**src/rtl/pre_if_stage_pkg.sv**
```systemverilog
// Shared definitions for the pre-IF (PS) stage of the MIPS pipeline.
// Holds the bus widths, the AdEL exception code, the reset fetch address and
// the PS handshake FSM state encoding.
package pre_if_stage_pkg;

  localparam int unsigned PS_TO_FS_BUS_WD  = 39;
  localparam int unsigned BPU_TO_PS_BUS_WD = 33;

  localparam logic [4:0]  EXC_ADEL     = 5'h04;
  localparam logic [31:0] RESET_PC_VAL = 32'hBFC0_0000;

  // RUN: normal flow; STALL: entry held, no transfer last cycle;
  // CANCEL: next transferred entry goes out as a bubble.
  typedef enum logic [1:0] {
    StRun    = 2'd0,
    StStall  = 2'd1,
    StCancel = 2'd2
  } ps_state_e;

endpackage

```
**src/rtl/pre_if_stage_if.sv**
```systemverilog
// PS-stage bus interface: PS->FS handshake and bus, BPU redirect from FS,
// branch/exception flushes, and the ICache fetch request.
// master: the PS stage. slave: the surrounding pipeline and ICache.
interface pre_if_stage_if;
  import pre_if_stage_pkg::*;

  logic                        fs_allowin;
  logic                        ps_to_fs_valid;
  logic [PS_TO_FS_BUS_WD-1:0]  ps_to_fs_bus;
  logic [BPU_TO_PS_BUS_WD-1:0] BPU_to_ps_bus;
  logic                        br_flush;
  logic [31:0]                 br_target;
  logic                        flush;
  logic [31:0]                 ex_target;
  logic                        inst_req;
  logic [31:0]                 inst_addr;
  logic                        icache_busy;

  modport master (
    input  fs_allowin, BPU_to_ps_bus, br_flush, br_target, flush, ex_target, icache_busy,
    output ps_to_fs_valid, ps_to_fs_bus, inst_req, inst_addr
  );

  modport slave (
    output fs_allowin, BPU_to_ps_bus, br_flush, br_target, flush, ex_target, icache_busy,
    input  ps_to_fs_valid, ps_to_fs_bus, inst_req, inst_addr
  );

endinterface

```
**src/rtl/ps_redirect_arb.sv**
```systemverilog
// Next-PC priority mux for the PS stage plus the pending-prediction register.
// Priority: flush > br_flush > (xfer & prediction) > (xfer: pc+4) > hold.
// Ports:
//   clk/reset          core clock, async active-high reset
//   i_flush/i_ex_target exception/ERET redirect
//   i_br_flush/i_br_target mispredict redirect
//   i_xfer             PS entry moves to FS this cycle
//   i_predict_valid/i_predict_target BPU prediction from FS
//   i_ps_pc            current PS pc
//   o_next_pc          pc to load at the next clock edge
module ps_redirect_arb (
  input  logic        clk,
  input  logic        reset,
  input  logic        i_flush,
  input  logic [31:0] i_ex_target,
  input  logic        i_br_flush,
  input  logic [31:0] i_br_target,
  input  logic        i_xfer,
  input  logic        i_predict_valid,
  input  logic [31:0] i_predict_target,
  input  logic [31:0] i_ps_pc,
  output logic [31:0] o_next_pc
);

  logic        r_pend_valid;
  logic [31:0] r_pend_target;
  logic        w_pend_valid_d;
  logic [31:0] w_pend_target_d;

  always_comb begin
    o_next_pc       = i_ps_pc;
    w_pend_valid_d  = r_pend_valid;
    w_pend_target_d = r_pend_target;
    if (i_flush) begin
      o_next_pc       = i_ex_target;
      w_pend_valid_d  = 1'b0;
      w_pend_target_d = '0;
    end else if (i_br_flush) begin
      // A prediction arriving now belongs to a wrong-path FS entry.
      o_next_pc       = i_br_target;
      w_pend_valid_d  = 1'b0;
      w_pend_target_d = '0;
    end else if (i_xfer && (i_predict_valid || r_pend_valid)) begin
      // PS holds the delay slot; the target follows once it has transferred.
      o_next_pc       = i_predict_valid ? i_predict_target : r_pend_target;
      w_pend_valid_d  = 1'b0;
      w_pend_target_d = '0;
    end else if (i_xfer) begin
      o_next_pc = i_ps_pc + 32'd4;
    end else if (i_predict_valid) begin
      // Delay slot still stuck in PS: remember the target for later.
      w_pend_valid_d  = 1'b1;
      w_pend_target_d = i_predict_target;
    end
  end

  always_ff @(posedge clk or posedge reset) begin
    if (reset) begin
      r_pend_valid  <= 1'b0;
      r_pend_target <= '0;
    end else begin
      r_pend_valid  <= w_pend_valid_d;
      r_pend_target <= w_pend_target_d;
    end
  end

endmodule

```
**src/rtl/pre_if_stage.sv**
```systemverilog
// Pre-IF (PS) stage: owns the fetch pc, issues ICache requests and drives the
// PS->FS valid/allowin handshake.
// Ports:
//   clk    core clock
//   reset  async active-high reset; all outputs read 0 while asserted
//   ps_if  master side of pre_if_stage_if (handshake, bus, redirects, ICache)
module pre_if_stage
  import pre_if_stage_pkg::*;
#(
  parameter logic [31:0] RESET_PC = RESET_PC_VAL
) (
  input  logic           clk,
  input  logic           reset,
  pre_if_stage_if.master ps_if
);

  logic [31:0] r_ps_pc;
  logic        r_ps_valid;
  ps_state_e   r_state;
  ps_state_e   w_state_d;

  logic        w_ps_ex;
  logic        w_ready_go;
  logic        w_to_fs_valid;
  logic        w_xfer;
  logic        w_inst_valid;
  logic        w_predict_valid;
  logic [31:0] w_predict_target;
  logic [31:0] w_next_pc;

  assign w_predict_valid  = ps_if.BPU_to_ps_bus[0];
  assign w_predict_target = ps_if.BPU_to_ps_bus[32:1];

  assign w_ps_ex       = (r_ps_pc[1:0] != 2'b00);
  // A misaligned entry never goes to the ICache, so busy cannot hold it.
  assign w_ready_go    = w_ps_ex | ~ps_if.icache_busy;
  assign w_to_fs_valid = r_ps_valid & w_ready_go & ~ps_if.flush;
  assign w_xfer        = w_to_fs_valid & ps_if.fs_allowin;
  assign w_inst_valid  = ~(ps_if.br_flush | (r_state == StCancel));

  assign ps_if.ps_to_fs_valid = w_to_fs_valid;
  assign ps_if.inst_req       = r_ps_valid & ps_if.fs_allowin & ~w_ps_ex & ~ps_if.flush;
  assign ps_if.inst_addr      = reset ? 32'h0 : r_ps_pc;
  assign ps_if.ps_to_fs_bus   = reset ? '0 :
                                {w_inst_valid, r_ps_pc, w_ps_ex, (w_ps_ex ? EXC_ADEL : 5'h00)};

  ps_redirect_arb u_redirect_arb (
    .clk              (clk),
    .reset            (reset),
    .i_flush          (ps_if.flush),
    .i_ex_target      (ps_if.ex_target),
    .i_br_flush       (ps_if.br_flush),
    .i_br_target      (ps_if.br_target),
    .i_xfer           (w_xfer),
    .i_predict_valid  (w_predict_valid),
    .i_predict_target (w_predict_target),
    .i_ps_pc          (r_ps_pc),
    .o_next_pc        (w_next_pc)
  );

  always_comb begin
    w_state_d = r_state;
    if (ps_if.flush) begin
      w_state_d = StRun;
    end else if (ps_if.br_flush && !w_xfer) begin
      w_state_d = StCancel;
    end else begin
      unique case (r_state)
        StRun:    if (r_ps_valid && !w_xfer) w_state_d = StStall;
        StStall:  if (w_xfer) w_state_d = StRun;
        StCancel: if (w_xfer) w_state_d = StRun;
        default:  w_state_d = StRun;
      endcase
    end
  end

  always_ff @(posedge clk or posedge reset) begin
    if (reset) begin
      r_ps_pc    <= RESET_PC;
      r_ps_valid <= 1'b0;
      r_state    <= StRun;
    end else begin
      r_ps_pc    <= w_next_pc;
      r_ps_valid <= 1'b1;
      r_state    <= w_state_d;
    end
  end

endmodule

```
**src/flat_wrapper.sv**
```systemverilog
// flat-port wrapper written by rule: the top's interface ports become plain ports
module pre_if_stage_flat import pre_if_stage_pkg::*;
#(
  parameter logic [31:0] RESET_PC = RESET_PC_VAL
)
  (clk, reset, ps_if_fs_allowin, ps_if_BPU_to_ps_bus, ps_if_br_flush, ps_if_br_target, ps_if_flush, ps_if_ex_target, ps_if_icache_busy, ps_if_ps_to_fs_valid, ps_if_ps_to_fs_bus, ps_if_inst_req, ps_if_inst_addr);
  pre_if_stage_if ps_if_i ();
  input  logic clk;
  input  logic reset;
  input wire logic [$bits(ps_if_i.fs_allowin)-1:0] ps_if_fs_allowin;
  input wire logic [$bits(ps_if_i.BPU_to_ps_bus)-1:0] ps_if_BPU_to_ps_bus;
  input wire logic [$bits(ps_if_i.br_flush)-1:0] ps_if_br_flush;
  input wire logic [$bits(ps_if_i.br_target)-1:0] ps_if_br_target;
  input wire logic [$bits(ps_if_i.flush)-1:0] ps_if_flush;
  input wire logic [$bits(ps_if_i.ex_target)-1:0] ps_if_ex_target;
  input wire logic [$bits(ps_if_i.icache_busy)-1:0] ps_if_icache_busy;
  output wire logic [$bits(ps_if_i.ps_to_fs_valid)-1:0] ps_if_ps_to_fs_valid;
  output wire logic [$bits(ps_if_i.ps_to_fs_bus)-1:0] ps_if_ps_to_fs_bus;
  output wire logic [$bits(ps_if_i.inst_req)-1:0] ps_if_inst_req;
  output wire logic [$bits(ps_if_i.inst_addr)-1:0] ps_if_inst_addr;
  assign ps_if_i.fs_allowin = ps_if_fs_allowin;
  assign ps_if_i.BPU_to_ps_bus = ps_if_BPU_to_ps_bus;
  assign ps_if_i.br_flush = ps_if_br_flush;
  assign ps_if_i.br_target = ps_if_br_target;
  assign ps_if_i.flush = ps_if_flush;
  assign ps_if_i.ex_target = ps_if_ex_target;
  assign ps_if_i.icache_busy = ps_if_icache_busy;
  assign ps_if_ps_to_fs_valid = ps_if_i.ps_to_fs_valid;
  assign ps_if_ps_to_fs_bus = ps_if_i.ps_to_fs_bus;
  assign ps_if_inst_req = ps_if_i.inst_req;
  assign ps_if_inst_addr = ps_if_i.inst_addr;
  pre_if_stage #(.RESET_PC(RESET_PC)) u_core (.clk(clk), .reset(reset), .ps_if(ps_if_i));
endmodule
```
**config.mk**
```make
export PLATFORM = sky130hd
export DESIGN_NAME = pre_if_stage_flat
export DESIGN_NICKNAME = d
export VERILOG_FILES = /design/src/rtl/pre_if_stage_pkg.sv /design/src/rtl/pre_if_stage_if.sv /design/src/rtl/ps_redirect_arb.sv /design/src/rtl/pre_if_stage.sv /design/src/flat_wrapper.sv
export SDC_FILE = /design/constraint.sdc
export NUM_CORES = 1
export LEC_CHECK = 0
export BUFFER_PORTS_ARGS = -buffer_cell sky130_fd_sc_hd__buf_2
export CORE_MARGIN = 2
export CORE_UTILIZATION = 45
export DETAILED_ROUTE_END_ITERATION = 8
export PLACE_DENSITY = 0.85
export SKIP_LAST_GASP = 1
export SLEW_MARGIN = 25
export SYNTH_ARGS = -nofsm -noshare
export SYNTH_HDL_FRONTEND = slang
export SYNTH_SLANG_ARGS = --single-unit
```
**constraint.sdc**
```tcl
create_clock -name clk -period 2.2 [get_ports clk]
set_input_delay 0.22 -clock clk [delete_from_list [all_inputs] [get_ports clk]]
set_output_delay 0.22 -clock clk [all_outputs]
set_load 0.01 [all_outputs]
```
==> run summary <==
The run finished with clean final reports. The synthesized-area fraction occupied by adder cells is 0.759%. The worst-case vdd ir drop came out at 0.279 mV. The via count of the first global-routing pass came to 4849. The detailed router finished its first iteration with 593 violations. The global-route track usage on met3 came out at 7.77%. The quantity of hold-fixing buffers added after cts is 0. The synthesized-area fraction occupied by ao, oa, aoi and oai cells came out at 25.9%. For this design the ratio of total power to cell area is 570 mW/mm^2. By area, the combinational part of the netlist is dominated by compound AO/OA/AOI/OAI gates. The largest total area in the synthesized netlist belongs to sky130_fd_sc_hd__dfrtp_1.

The area overhead of the layout relative to synthesis is 21.4%. The met2 track demand over resource in global routing is 42.6%. In this run the remaining antenna-violating nets after routing total 0. The CTS tree is yes. Counting flops with a built-in enable in the synthesized netlist gives 0.

After layout, the design draws a total of 3420 uW. The top cell types in the final layout, fill and taps aside, are 171 x sky130_fd_sc_hd__buf_2, 59 x sky130_fd_sc_hd__dfrtp_1, 43 x sky130_fd_sc_hd__o21ai_0. The number of gates resized after cts came out at 0. The number of pins exceeding their max-slew limit in the final report came to 0. Setup violations remaining at the end of the flow were counted as 0.

The fraction of post-synthesis cell area in the top cell type by area came out at 29.9%. The total leakage power is 0.00279 uW. Max-cap violations in this run came to 0.

The number of buffers inserted by port buffering came out at 171. The final worst-path cycle share came out at 93.5%. During I/O placement, the number of pins put on the boundary was 176.

The detailed-route wire length came out at 16500 um. In the post-synthesis netlist, the biggest area contributors are sky130_fd_sc_hd__dfrtp_1 30%, sky130_fd_sc_hd__buf_4 5.9%, sky130_fd_sc_hd__a22o_1 5.0%. The xor-xnor portion of the synthesized cell area is 2.13%. The maximum count of clock buffers along a single path came out at 2. The sequential fraction of design power came out at 42.9%. The worst setup path is captured at a flip-flop. The effective utilization at floorplan came out at 45.8%. The source-to-sink clock delay at the later pin of the worst-skew pair is 0.36 ns. The die area is 0.0118 mm^2. Clock-pin slew was measured on the worst setup and hold paths at 0.08 ns.

Setup repair after global routing left no endpoint under its margin. The die height is 109 um. The detailed placement HPWL came out at 12200 um. The cell count after synthesis came out at 591.

The repair_antennas step left the layout with diodes totalling 0. The met1 layer usage reported by global route came out at 39.2%. The synthesis warning total is 0. The via density per instance came out at 6.08. The share of synthesized flip-flops with an asynchronous set or reset came out at 100%. Data on the critical path arrives at its endpoint at 2.35 ns.

The worst-case register-to-register setup slack came out at 0.14 ns. The type of the worst setup path is flip-flop to flip-flop. The part of the power in combinational logic is 25.8%. The number of nets at the end of the flow is 835.

The mapped cell area is 0.00494 mm^2. The leading register cell type out of synthesis is sky130_fd_sc_hd__dfrtp_1. Of all nets on the critical path, the largest fanout is 13. The simple-gate portion of the synthesized area is 21.6%. The area of the placeable core came out at 0.0108 mm^2. The required time reported for the critical path endpoint came out at 2.49 ns.

The count of clock tree sinks is 68. In this run the post-CTS setup repair buffer count came out at 0. met2 is the most crowded layer. The share of the yosys chip area belonging to registers came out at 34.6%.

The worst clock skew on the final layout came out at 0.00747 ns. The cell row count came out at 38. The register bit total from synthesis is 68. The worst hold path class is input pin to async pin.

The cell-internal power is 2260 uW. In this run, CTS created clock tree buffers numbering 9. The measured slew at the worst slew-check pin is 0.644 ns. The combined global-route utilization of all metal layers is 28.3%. The library cell used most frequently in the layout, excluding fill and tap cells, is sky130_fd_sc_hd__buf_2. The largest net degree at the start of global routing is 69. The first-pass iteration count of the detailed router came out at 5. The width of the chip is 109 um. The clock share of power came out at 31.3%. The count of filler cells inserted in the layout came out at 1011. The number of hold-slack violations in the final timing report is 0. The achievable frequency came out at 486 MHz. The count of vias placed by the detailed router is 5312.

The clock root buffer is sky130_fd_sc_hd__clkbuf_8. The time the final worst path needs with I/O delays and setup came out at 2.06 ns. The number of antenna violations at the first check in global routing is 0. The global-route wire length before repair is 25500 um.

The aggregate negative setup slack came out at 0 ns. At the end of routability-driven placement, the weighted congestion stood at 0.949. Summed over all nets, the switching power comes to 1160 uW. Dividing the synthesized area by the synthesized cell count gives 8.36 um^2.

The wire length per cell after detailed routing is 18.8 um. The length in cells of the worst reg-to-reg path came out at 5. Measured against the total synthesized area, the mux share comes to 3.97%. The total number of H-tree levels came out at 3. The category of the worst setup path launch point is a flip-flop.

The total global routing overflow came out at 0. The proportion of total power due to net switching came out at 34.0%. In this run the tightest slew margin relative to its limit is 56.9%. For this run, design rule violations remaining after detail routing come to 0. The count of different cell masters after synthesis is 64.

Cells with a size suffix above 1 make up 33.7% of the layout.
## stage by stage
step,util [%],hold slack (ns),worst slack [ns],instances,cell area (um^2)
floorplan,-,0.356,0.0736,594,4950
global placement,53.7,0.426,0.120,858,5790
detailed placement,53.7,0.421,0.0438,858,5790
CTS,55.5,0.0409,0.00109,874,5990
global route,55.6,0.0734,0.0413,874,6000
finish,55.6,0.0209,0.143,874,6000
## path summary, 6_finish.rpt
| check | from | endpoint |
|---|---|---|
| worst max-delay path | u_core.r_ps_pc[12] | u_core.r_ps_pc[31] |
| worst min-delay path | reset | u_core.r_ps_pc[18] |
| worst max register to register | u_core.r_ps_pc[12] | u_core.r_ps_pc[31] |
| worst min register to register | u_core.u_redirect_arb.r_pend_target[21] | u_core.u_redirect_arb.r_pend_target[21] |
| max in group asynchronous | reset | u_core.r_ps_pc[23] |
| min in group clk | ps_if_ex_target[14] | u_core.r_ps_pc[14] |
## logic make-up (layout without fill, tap and decap cells)
family,count (synthesis),count (layout)
other,2,5
adder cells (fa/ha/maj),3,3
flip-flops,68,68
multiplexers,19,19
AND/OR/NAND/NOR,200,200
AO/OA/AOI/OAI,188,188
buffers and inverters,99,239
XOR/XNOR,12,12
## power groups by stage
stage | Combinational, uW | Clock [uW] | Sequential, uW
floorplan | 594 | 0 | 1440
global placement | 860 | 0 | 1480
detailed placement | 865 | 0 | 1480
CTS | 870 | 1080 | 1460
global route | 965 | 1150 | 1480
finish | 881 | 1070 | 1470
## layout make-up
class	instances	area [um^2]	share of cell area (%)
inverters	17	63.8	1.06
clock buffers	9	124	2.06
repair buffers	206	1130	18.8
flip-flops and latches	68	1710	28.5
well taps	140	175	2.92
multi-input cells	427	2720	45.3
clock inverters	7	76.3	1.27
## synth_stat cells, drive strengths merged, types with 4 or more instances
library cell / n
mux2: 5
o21ai: 44
mux2i: 14
and4: 5
dfstp: 9
a221o: 7
xnor2: 6
a21oi: 37
o31ai: 9
and3: 4
nand2: 40
xor2: 6
nor2b: 29
buf: 54
nor3b: 5
clkbuf: 28
a221oi: 6
nor3: 17
a22o: 28
and2: 6
o211ai: 11
nor2: 34
inv: 15
o311ai: 4
o22ai: 10
nor4: 9
dfrtp: 59
nand3: 27
a31oi: 6
nand4: 10
## routing by layer
metal	part of all wire, %	wire length [um]
met4	3.3	547
met2	44	7300
met1	41	6700
met5	0	0
met3	12	1900
## registers in the layout, summed over array words and instances (netlist names)
signal,cells
u_core.r_ps_valid,1
u_core.u_redirect_arb.r_pend_valid,1
u_core.r_state,2
u_core.u_redirect_arb.r_pend_target,32
u_core.r_ps_pc,32
## worst max-delay path, stage by stage, from the launching register on
cell and delay [ns]:
sky130_fd_sc_hd__dfrtp_1 0.50, sky130_fd_sc_hd__nand4_2 0.20, sky130_fd_sc_hd__or2_1 0.44, sky130_fd_sc_hd__nor4_1 0.40, sky130_fd_sc_hd__xor2_1 0.11, sky130_fd_sc_hd__a221o_1 0.33
(Power assumes the default switching activity.)
